File: src/rtl/etc_lane_ctrl.sv
// etc_lane_ctrl
// Non-stop ETC lane controller. It does three jobs:
//   * Counts the vehicles between the entry sensor and the exit sensor.
//     Each vehicle also gets an E-pass verdict, held in a 1-bit FIFO.
//   * Measures the time from sensor1 to sensor2 in ms. It then turns that
//     time into km/h with a sequential restoring divider and flags overspeed.
//   * Drives the barrier. The barrier opens for a valid head vehicle, for a
//     programmable hold time after each exit, or by maintenance override.
//
// Ports
//   clk          system clock
//   reset        asynchronous, active-high reset
//   enable       maintenance override, forces barrier open
//   sensor1      entry sensor (level)
//   sensor2      speed-trap sensor (level)
//   sensor3      exit sensor, past barrier (level)
//   valid_Epass  reader verdict, 2'b01 = valid, anything else = invalid
//   speed        last measured speed in km/h
//   done         one-cycle pulse when speed is updated
//   overspeed    updated together with done, 1 if speed > SPEED_LIMIT
//   timeout      one-cycle pulse when the ms timer saturates while timing
//   num_veh      vehicles currently between sensor1 and sensor3
//   overflow     sticky, set on an entry into a full queue
//   barrier      1 = open
module etc_lane_ctrl #(
  parameter int SYS_FREQ    = 50000000,
  parameter int WIDTH_MS    = 14,
  parameter int WIDTH_SPEED = 14,
  parameter int DIST_MM     = 5000,
  parameter int SPEED_LIMIT = 60,
  parameter int QDEPTH      = 4,
  parameter int BARRIER_MS  = 2000
) (
  input  logic                         clk,
  input  logic                         reset,
  input  logic                         enable,
  input  logic                         sensor1,
  input  logic                         sensor2,
  input  logic                         sensor3,
  input  logic [1:0]                   valid_Epass,
  output logic [WIDTH_SPEED-1:0]       speed,
  output logic                         done,
  output logic                         overspeed,
  output logic                         timeout,
  output logic [$clog2(QDEPTH+1)-1:0]  num_veh,
  output logic                         overflow,
  output logic                         barrier
);

  localparam int TICK  = SYS_FREQ / 1000;
  localparam int TW    = (TICK > 1) ? $clog2(TICK) : 1;
  localparam int K_VAL = DIST_MM * 36 / 10;
  localparam int KW    = $clog2(K_VAL + 1);
  localparam int DW    = ((KW > WIDTH_MS + WIDTH_SPEED) ? KW : (WIDTH_MS + WIDTH_SPEED)) + 1;
  localparam int BCW   = $clog2(WIDTH_SPEED + 1);
  localparam int NVW   = $clog2(QDEPTH + 1);
  localparam int PW    = $clog2(QDEPTH);
  localparam int HW    = $clog2(BARRIER_MS + 1);

  localparam logic [TW-1:0]          TICK_LAST = TW'(TICK - 1);
  localparam logic [WIDTH_MS-1:0]    MS_MAX    = '1;
  localparam logic [WIDTH_MS-1:0]    MS_ONE    = WIDTH_MS'(1);
  localparam logic [DW-1:0]          K_NUM     = DW'(K_VAL);
  localparam logic [BCW-1:0]         BIT_LAST  = BCW'(WIDTH_SPEED - 1);
  localparam logic [WIDTH_SPEED-1:0] LIMIT     = WIDTH_SPEED'(SPEED_LIMIT);
  localparam logic [NVW-1:0]         Q_FULL    = NVW'(QDEPTH);
  localparam logic [NVW-1:0]         NV_ONE    = NVW'(1);
  localparam logic [PW-1:0]          PTR_ONE   = PW'(1);
  localparam logic [HW-1:0]          HOLD_LOAD = HW'(BARRIER_MS);
  localparam logic [HW-1:0]          HOLD_ONE  = HW'(1);

  localparam logic [1:0] IDLE   = 2'd0;
  localparam logic [1:0] TIMING = 2'd1;
  localparam logic [1:0] DIVIDE = 2'd2;
  localparam logic [1:0] RESULT = 2'd3;

  // When K/divisor does not fit in WIDTH_SPEED bits, return the all-ones value.
  function automatic logic [WIDTH_SPEED-1:0] sat_quotient(input logic [WIDTH_SPEED-1:0] q,
                                                          input logic ovf);
    return ovf ? '1 : q;
  endfunction

  // ---- Stage p0/p1: sensor sampling and rising-edge detection ----
  logic [2:0] sens_p0, sens_p1;
  logic       rise1, rise2, rise3;

  always_ff @(posedge clk or posedge reset) begin
    if (reset) begin
      sens_p0 <= '0;
      sens_p1 <= '0;
    end else begin
      sens_p0 <= {sensor3, sensor2, sensor1};
      sens_p1 <= sens_p0;
    end
  end

  assign rise1 = sens_p0[0] & ~sens_p1[0];
  assign rise2 = sens_p0[1] & ~sens_p1[1];
  assign rise3 = sens_p0[2] & ~sens_p1[2];

  // Free-running 1 ms tick.
  logic [TW-1:0] tick_cnt;
  logic          tick;

  assign tick = (tick_cnt == TICK_LAST);

  always_ff @(posedge clk or posedge reset) begin
    if (reset)     tick_cnt <= '0;
    else if (tick) tick_cnt <= '0;
    else           tick_cnt <= tick_cnt + TW'(1);
  end

  // ---- Speed FSM and restoring divider ----
  logic [1:0]             state;
  logic [WIDTH_MS-1:0]    ms_cnt, divisor;
  logic [BCW-1:0]         bit_cnt;
  logic [DW-1:0]          rem_p0, dsh_p0;
  logic [WIDTH_SPEED-1:0] quo_p0, result;
  logic                   ovf_p0, start_div, step_take;

  assign divisor   = (ms_cnt == '0) ? MS_ONE : ms_cnt;
  assign start_div = (state == TIMING) && rise2;
  assign step_take = (rem_p0 >= dsh_p0);
  assign result    = sat_quotient(quo_p0, ovf_p0);

  // The shifted divisor starts at divisor << (WIDTH_SPEED-1). Each cycle it
  // moves one bit right, giving one quotient bit from MSB to LSB. Overflow is
  // decided up front: K >= divisor << WIDTH_SPEED means the quotient cannot fit.
  always_ff @(posedge clk) begin
    if (start_div) begin
      rem_p0 <= K_NUM;
      dsh_p0 <= DW'(divisor) << (WIDTH_SPEED - 1);
      quo_p0 <= '0;
      ovf_p0 <= (K_NUM >= (DW'(divisor) << WIDTH_SPEED));
    end else if (state == DIVIDE) begin
      if (step_take) rem_p0 <= rem_p0 - dsh_p0;
      dsh_p0 <= dsh_p0 >> 1;
      quo_p0 <= {quo_p0[WIDTH_SPEED-2:0], step_take};
    end
  end

  always_ff @(posedge clk or posedge reset) begin
    if (reset) begin
      state     <= IDLE;
      ms_cnt    <= '0;
      bit_cnt   <= '0;
      speed     <= '0;
      done      <= 1'b0;
      overspeed <= 1'b0;
      timeout   <= 1'b0;
    end else begin
      done    <= 1'b0;
      timeout <= 1'b0;
      case (state)
        IDLE: begin
          if (rise1) begin
            state  <= TIMING;
            ms_cnt <= '0;
          end
        end
        TIMING: begin
          // A sensor2 rise wins over a tick in the same cycle.
          if (rise2) begin
            state   <= DIVIDE;
            bit_cnt <= '0;
          end else if (tick) begin
            if (ms_cnt == MS_MAX - MS_ONE) begin
              ms_cnt  <= MS_MAX;
              timeout <= 1'b1;
              state   <= IDLE;
            end else begin
              ms_cnt <= ms_cnt + MS_ONE;
            end
          end
        end
        DIVIDE: begin
          bit_cnt <= bit_cnt + BCW'(1);
          if (bit_cnt == BIT_LAST) state <= RESULT;
        end
        RESULT: begin
          speed     <= result;
          done      <= 1'b1;
          overspeed <= (result > LIMIT);
          state     <= IDLE;
        end
        default: state <= IDLE;
      endcase
    end
  end

  // ---- Vehicle / verdict queue and barrier ----
  logic            qmem [QDEPTH];
  logic [PW-1:0]   rd_ptr, wr_ptr, rd_next;
  logic [HW-1:0]   hold_cnt, hold_next;
  logic [NVW-1:0]  nv_next;
  logic            verdict, q_full, do_pop, do_push, old_left, head_next, barrier_next;

  // The barrier register loads the post-event state, so it reacts to a push,
  // a pop, or an enable change one cycle after the event.
  always_comb begin
    verdict   = (valid_Epass == 2'b01);
    q_full    = (num_veh == Q_FULL);
    do_pop    = rise3 && (num_veh != '0);
    do_push   = rise1 && (!q_full || do_pop);
    rd_next   = do_pop ? rd_ptr + PTR_ONE : rd_ptr;
    nv_next   = num_veh;
    if (do_push && !do_pop)      nv_next = num_veh + NV_ONE;
    else if (do_pop && !do_push) nv_next = num_veh - NV_ONE;
    // If an older entry survives the pop, it is the new head. Otherwise the
    // head is the entry being pushed this cycle, if there is one.
    old_left  = do_pop ? (num_veh != NV_ONE) : (num_veh != '0);
    head_next = 1'b0;
    if (old_left)     head_next = qmem[rd_next];
    else if (do_push) head_next = verdict;
    hold_next = hold_cnt;
    if (do_pop)                            hold_next = HOLD_LOAD;
    else if (tick && (hold_cnt != '0))     hold_next = hold_cnt - HOLD_ONE;
    barrier_next = enable || (hold_next != '0) || head_next;
  end

  always_ff @(posedge clk) begin
    if (do_push) qmem[wr_ptr] <= verdict;
  end

  always_ff @(posedge clk or posedge reset) begin
    if (reset) begin
      rd_ptr   <= '0;
      wr_ptr   <= '0;
      num_veh  <= '0;
      overflow <= 1'b0;
      hold_cnt <= '0;
      barrier  <= 1'b0;
    end else begin
      rd_ptr   <= rd_next;
      if (do_push) wr_ptr <= wr_ptr + PTR_ONE;
      num_veh  <= nv_next;
      if (rise1 && !do_push) overflow <= 1'b1;
      hold_cnt <= hold_next;
      barrier  <= barrier_next;
    end
  end

endmodule

File: config.mk
export PLATFORM = sky130hd
export DESIGN_NAME = etc_lane_ctrl
export DESIGN_NICKNAME = d
export VERILOG_FILES = /design/src/rtl/etc_lane_ctrl.sv
export SDC_FILE = /design/constraint.sdc
export NUM_CORES = 1
export LEC_CHECK = 0
export ABC_AREA = 1
export CAP_MARGIN = 20
export CORE_ASPECT_RATIO = 0.75
export CORE_MARGIN = 2
export CORE_UTILIZATION = 67
export CTS_BUF_LIST = sky130_fd_sc_hd__clkbuf_8 sky130_fd_sc_hd__clkbuf_16
export DETAILED_ROUTE_END_ITERATION = 7
export MAX_ROUTING_LAYER = met4
export PLACE_DENSITY = 0.95
export RECOVER_POWER = 50
export SYNTH_ARGS = -nofsm -noshare
export SYNTH_HDL_FRONTEND = slang
export SYNTH_SLANG_ARGS = --single-unit
File: constraint.sdc
create_clock -name clk -period 6.5 [get_ports clk]
set_input_delay 1.625 -clock clk [delete_from_list [all_inputs] [get_ports clk]]
set_output_delay 1.625 -clock clk [all_outputs]
set_load 0.02 [all_outputs]
==> impl_metrics.yaml, run 1 <==
setup_path:
  end_kind: "flop"
  crit_start: "state[0]$_DFFE_PP0P_"
  cp.arrival_ns: 4.38
  r2r_slack_ns: 2.00
  ff2ff_path_depth: 5
  slowest_delay_ns: 2.00
  critPathKind: "flop to flop"
  crit_chain: "inv_1 -> nor2_1 -> nand2_2 -> clkbuf_1 -> nand2_1"
  reg2reg_to: "dsh_p0[17]$_DFFE_PP_"
  cp.required_ns: 6.38
  critPathSlowestCell: "clkbuf_1"
  crit_path_start_kind: "flop"
  critPathTopFamily: "buffers and inverters"
  critical_path_peak_fanout: 70
  regToRegStartpoint: "state[0]$_DFFE_PP0P_"
  path_buf_inv: 2
detailed_routing:
  final_antenna_net_count: 0
  vias: 8496
  via_per_inst: 5.74
  drt_iter0_markers: 1011
  wirelength_um: 22500
  remaining_drc_errors: 0
  drt_first_pass_iters: 7
  post_drt_wl_per_cell_um: 15.2
clocking:
  cts.sinks: 154
  clkTransAtPathRegs_ns: 0.06
  ctsHoldBuffers: 0
  postCtsSetupBuffers: 0
  cts_resized: 0
  clock_latency_ns: 0.43
  numCtsBuffers: 17
  clk_path_buf_depth: 2
  cts_root_buf: "clkbuf_16"
  cts_tree: "yes"
  ctsHtreeMaxLevel: 4
pwr:
  combinationalPowerShare_pct: 51.8
  p_total_mw: 5.03
  power_frac_seq_pct: 29.3
  p_int_mw: 2.74
  p_leak_nw: 5.09
  p_sw_mw: 2.29
  swShare_pct: 45.5
  p_per_area_nw_per_um2: 499
  pwr-share-clk_pct: 18.9
  peakVddDrop_mv: 0.338
synth:
  yosys_warnings: 0
  seq_area_frac_synth_pct: 40.3
  synth_seq_cells: 154
  synthArstFlopShare_pct: 51.3
  synthFlopType: "dfrtp_1"
  syn_area_per_cell_um2: 7.19
  synth_edf_count: 19
  syn-num-nets: 1318
  synthesis.area_um2: 9100
  postSynthCellCount: 1266
  ys_types: 44
global_route:
  grt_pass1_wl_um: 37400
  grt_start_max_net_pins: 80
  grt_pass1_vias: 7929
  antenna_found_initial: 0
  grt-ovfl-total: 0
  grtUsageTotal_pct: 32.4
place:
  dp.cells: 1446
  gp_congestion: 1.02
  dpl.hpwl_um: 15400
  numPortBuffers: 29
run_status:
  violations: "capacitance limit, slew limit"
  status: "finished with violations"
sta:
  slew_headroom_pct: -90.0
  setup_tns_ns: 0
  fmax_mhz: 222
  fin_crit_sh_pct: 69.2
  tightest_slew_ns: 2.85
  rsz0062_at_grt: "no"
  slew_viol_final: 71
  clock_skew_ns: 0.00847
  hold_viol: 0
  setup-violations-final: 0
  period_minus_slack_ns: 4.50
worst_hold_path:
  min_from: "sens_p0[0]$_DFF_PP0_"
  min_path_type: "flop to flop"
  hold_end: "sens_p1[0]$_DFF_PP0_"
  hold_depth: 0
floorplanning:
  die_w_um: 139
  die_area_um2: 14500
  coreArea_um2: 13100
  io-pin-count: 30
  start_util_pct: 69.4
  die_y_um: 105
  rows: 36
finish:
  area_growth_syn_to_layout_pct: 10.8
  fin_util_pct: 76.9
  regArea_um2: 3670
  layout.nets: 1347
  multi_input_area_um2: 4470
  drive_above_1_share_pct: 5.35
  mostFrequentLayoutCells: "nand2_1 (299), inv_1 (220), nor2_1 (176)"
  layout_commonest_cell: "nand2_1"
  fillers: 893
  antenna_cells: 0
  instances_no_fill: 1479
job:
  cap_violations: 1
## final cells by class
class | instances | area share (%)
multi-input cells | 869 | 44.3
flip-flops and latches | 154 | 36.4
well taps | 171 | 2.12
repair buffers | 33 | 3.30
clock buffers | 22 | 5.13
clock inverters | 10 | 0.509
inverters | 220 | 8.21
## through the flow
step,hold slack [ns],instance area (µm²),setup WS (ns)
2_1_floorplan,0.354,9100,2.85
3_3_place_gp,0.359,9510,3.57
3_5_place_dp,0.367,9510,3.54
4_1_cts,0.380,10100,3.33
5_1_grt,0.392,10100,1.70
6_report,0.380,10100,2.00
## synthesized netlist by cell type (19+ instances only)
master | count | area [µm²]
o21ai_0 | 57 | 285
a21oi_1 | 65 | 325
xor2_1 | 27 | 236
dfxtp_1 | 56 | 1120
nand2_1 | 299 | 1120
nand3_1 | 55 | 275
o22ai_1 | 26 | 163
nor2_1 | 174 | 653
dfrtp_1 | 79 | 1980
edfxtp_1 | 19 | 571
inv_1 | 217 | 815
ha_1 | 43 | 538
## cells by family (layout without fill, tap and decap cells)
| logic type | after synthesis | in the layout | share of synthesized area, % |
|---|---|---|---|
| AO/OA/AOI/OAI | 187 | 187 | 11.6 |
| flip-flops | 154 | 154 | 40.3 |
| adder cells (fa/ha/maj) | 44 | 44 | 6.13 |
| XOR/XNOR | 34 | 34 | 3.27 |
| buffers and inverters | 243 | 285 | 10.5 |
| AND/OR/NAND/NOR | 604 | 604 | 28.2 |
## registers in the layout, summed over array words and instances, names as in the netlist, 3 cells and up, named ones only
name	flops
bit_cnt	4
dsh_p0	27
hold_cnt	11
ms_cnt	14
num_veh	3
qmem	4
quo_p0	14
rem_p0	29
sens_p0	3
sens_p1	3
speed	14
tick_cnt	16
## routing by layer
layer / wire (µm) / up-vias / GRT usage [%]
met5: 0 / - / -
met4: 582 / 0 / 12.6
met1: 10000 / 3929 / 44.3
met3: 2060 / 76 / 7.70
li1: - / 4062 / -
met2: 9840 / 429 / 47.1
## worst max-delay path by stage
stage / to / slack [ns] / cells past startpoint
after floorplan: async pin / 2.85 / 1
after global placement: ms_cnt[11]$_DFFE_PP0P_ / 3.57 / 3
after detailed placement: ms_cnt[11]$_DFFE_PP0P_ / 3.54 / 3
after CTS: num_veh[0] / 3.33 / 1
after global routing: dsh_p0[13]$_DFFE_PP_ / 1.70 / 5
final: dsh_p0[17]$_DFFE_PP_ / 2.00 / 5
## power by group through the flow
stage / registers, mW / clock network, mW / logic, mW
CTS: 1.47 / 0.951 / 2.55
global placement: 1.46 / 0 / 2.42
global route: 1.50 / 0.995 / 2.90
detailed placement: 1.48 / 0 / 2.50
floorplan: 1.50 / 0 / 1.88
finish: 1.47 / 0.953 / 2.61
(Power assumes the default switching activity.)
==> run 2: changes to the inputs <==
--- a/config.mk
+++ b/config.mk
@@ -9,11 +9,11 @@
 export CAP_MARGIN = 20
 export CORE_ASPECT_RATIO = 0.75
 export CORE_MARGIN = 2
-export CORE_UTILIZATION = 67
+export CORE_UTILIZATION = 62
 export CTS_BUF_LIST = sky130_fd_sc_hd__clkbuf_8 sky130_fd_sc_hd__clkbuf_16
 export DETAILED_ROUTE_END_ITERATION = 7
 export MAX_ROUTING_LAYER = met4
-export PLACE_DENSITY = 0.95
+export PLACE_DENSITY = 0.91
 export RECOVER_POWER = 50
 export SYNTH_ARGS = -nofsm -noshare
 export SYNTH_HDL_FRONTEND = slang
==> constraint.sdc (replaced) <==
create_clock -name clk -period 4.6 [get_ports clk]
set_input_delay 1.15 -clock clk [delete_from_list [all_inputs] [get_ports clk]]
set_output_delay 1.15 -clock clk [all_outputs]
set_load 0.02 [all_outputs]
==> impl_metrics.yaml, run 2 (same netlist as run 1, synthesis figures left out) <==
run_status:
  status: "finished with violations"
  violations: "DRC"
setup_path:
  critPathKind: "flop to flop"
  reg2reg_to: "ms_cnt[9]$_DFFE_PP0P_"
  end_kind: "flop"
  cp.required_ns: 4.95
  critical_path_peak_fanout: 15
  r2r_slack_ns: 1.61
  regToRegStartpoint: "tick_cnt[0]$_DFF_PP0_"
  critPathSlowestCell: "nor2_1"
  crit_path_start_kind: "flop"
  path_common_cell: "nand2_1"
  crit_chain: "ha_1 -> nand2_1 -> nor2_1 -> nand3_1 -> nor2_1 -> nand2_1 -> o31ai_1 -> buf_4 -> nand2_1 -> o22ai_1"
  slowest_delay_ns: 0.55
  ff2ff_path_depth: 10
  cp.arrival_ns: 3.33
detailed_routing:
  dr_wl_met2_um: 9040
  top_layer_used: "met4"
  vias: 8247
  wl_met3_um: 1790
  post_drt_wl_per_cell_um: 14.1
  drt_first_pass_iters: 8
  via_per_inst: 5.47
  wl_met1_um: 10200
  final_antenna_net_count: 0
  wirelength_um: 21300
  remaining_drc_errors: 1
  drt_iter0_markers: 840
worst_hold_path:
  min_from: "sens_p0[0]$_DFF_PP0_"
  hold_end: "sens_p1[0]$_DFF_PP0_"
  min_path_type: "flop to flop"
  hold_depth: 0
clocking:
  clk_path_buf_depth: 2
  clkTransAtPathRegs_ns: 0.06
  numCtsBuffers: 17
  cts_root_buf: "clkbuf_16"
  cts_resized: 0
  cts_tree: "yes"
  postCtsSetupBuffers: 0
  clock_latency_ns: 0.43
  cts.sinks: 154
  ctsHoldBuffers: 0
  ctsHtreeMaxLevel: 4
pwr:
  p_per_area_nw_per_um2: 695
  p_leak_nw: 5.07
  peakVddDrop_mv: 0.333
floorplanning:
  io-pin-count: 30
  die_area_um2: 15700
  start_util_pct: 63.2
  coreArea_um2: 14400
  rows: 38
  die_y_um: 109
  die_w_um: 144
global_route:
  grt-ovfl-total: 0
  antenna_found_initial: 0
  grt_pass1_vias: 7494
  grt_start_max_net_pins: 60
  grtUsageTotal_pct: 29.2
  grt_pass1_wl_um: 35300
place:
  dpl.hpwl_um: 14900
  gp_congestion: 0.998
  dp.cells: 1476
  place_ws_ns: 2.02
  numPortBuffers: 29
finish:
  area_growth_syn_to_layout_pct: 11.2
  top_regs: "rem_p0 x29, dsh_p0 x27, tick_cnt x16"
  largest_register_ffs: 29
  fillers: 1155
  regArea_um2: 3670
  multi_input_area_um2: 4470
  regMostFlops: "rem_p0"
  layout_commonest_cell: "nand2_1"
  instances_no_fill: 1509
  drive_above_1_share_pct: 5.58
  antenna_cells: 0
  layout.nets: 1348
  mostFrequentLayoutCells: "nand2_1 (299), inv_1 (217), nor2_1 (175)"
sta:
  setup_slack_ns: 1.61
  fin_crit_sh_pct: 64.9
  period_minus_slack_ns: 2.99
  setup_tns_ns: 0
  fmax_mhz: 335
  hold_viol: 0
  clock_skew_ns: 0.0119
  setup-violations-final: 0
  slew_viol_final: 0
  slew_headroom_pct: 30.1
  rsz0062_at_grt: "no"
  tightest_slew_ns: 1.05
job:
  cap_violations: 0
run 2: cell count changes in the layout (fill, tap and decap cells not counted), sizes merged:
cell,before,now
clkinv,6,9
buf,2,4
clkbuf,24,18
inv,222,223
bufinv,0,1
run 2: final cells by class:
class                           count  area share [%]
Tap cell                          200            2.47
Clock buffer                       17            4.21
Multi-Input combinational cell    869            44.2
Inverter                          220            8.18
Timing Repair Buffer               34            3.40
Clock inverter                     15            1.25
Sequential cell                   154            36.3
run 2: report_power, final:
part	switching, mW	leakage [nW]	internal (mW)	total [mW]
clock	0.580	0.274	0.744	1.32
sequential	0.258	1.61	1.81	2.07
combinational	2.36	3.19	1.27	3.63
run 2: how the worst max path moves through the flow:
stage	startpoint	end	slack (ns)
6_report	tick_cnt[0]$_DFF_PP0_	ms_cnt[9]$_DFFE_PP0P_	1.61
4_1_cts	num_veh[0]$_DFFE_PP0P_	num_veh[0]	1.92
3_5_place_dp	reset	speed[9]$_DFFE_PP0P_	2.02
5_1_grt	tick_cnt[0]$_DFF_PP0_	ms_cnt[9]$_DFFE_PP0P_	1.50
3_3_place_gp	reset	speed[10]$_DFFE_PP0P_	2.04
2_1_floorplan	reset	async pin	1.43
run 2: worst max-delay path: cells and delay by family (launching register included):
kind            cells  cell delay, ns
simple gates        6            1.71
compound gates      2            0.35
fa+ha+maj           1            0.18
buf+inv             1            0.26
flops               1            0.38
run 2: through the flow:
stage	hold WS [ns]	instance area, µm²	util, %	total power [mW]
after floorplan	0.354	9100	-	4.77
after global placement	0.358	9550	66.3	5.48
after detailed placement	0.371	9550	66.3	5.60
after CTS	0.385	10100	70.1	6.97
after global routing	0.394	10100	70.2	7.59
final	0.387	10100	70.2	7.03
run 2: layer usage:
layer | global-route usage [%] | vias to the layer above
li1 | - | 4073
met1 | 41.3 | 3792
met2 | 41.8 | 352
met3 | 7.86 | 30
met4 | 7.63 | 0
met5 | - | -
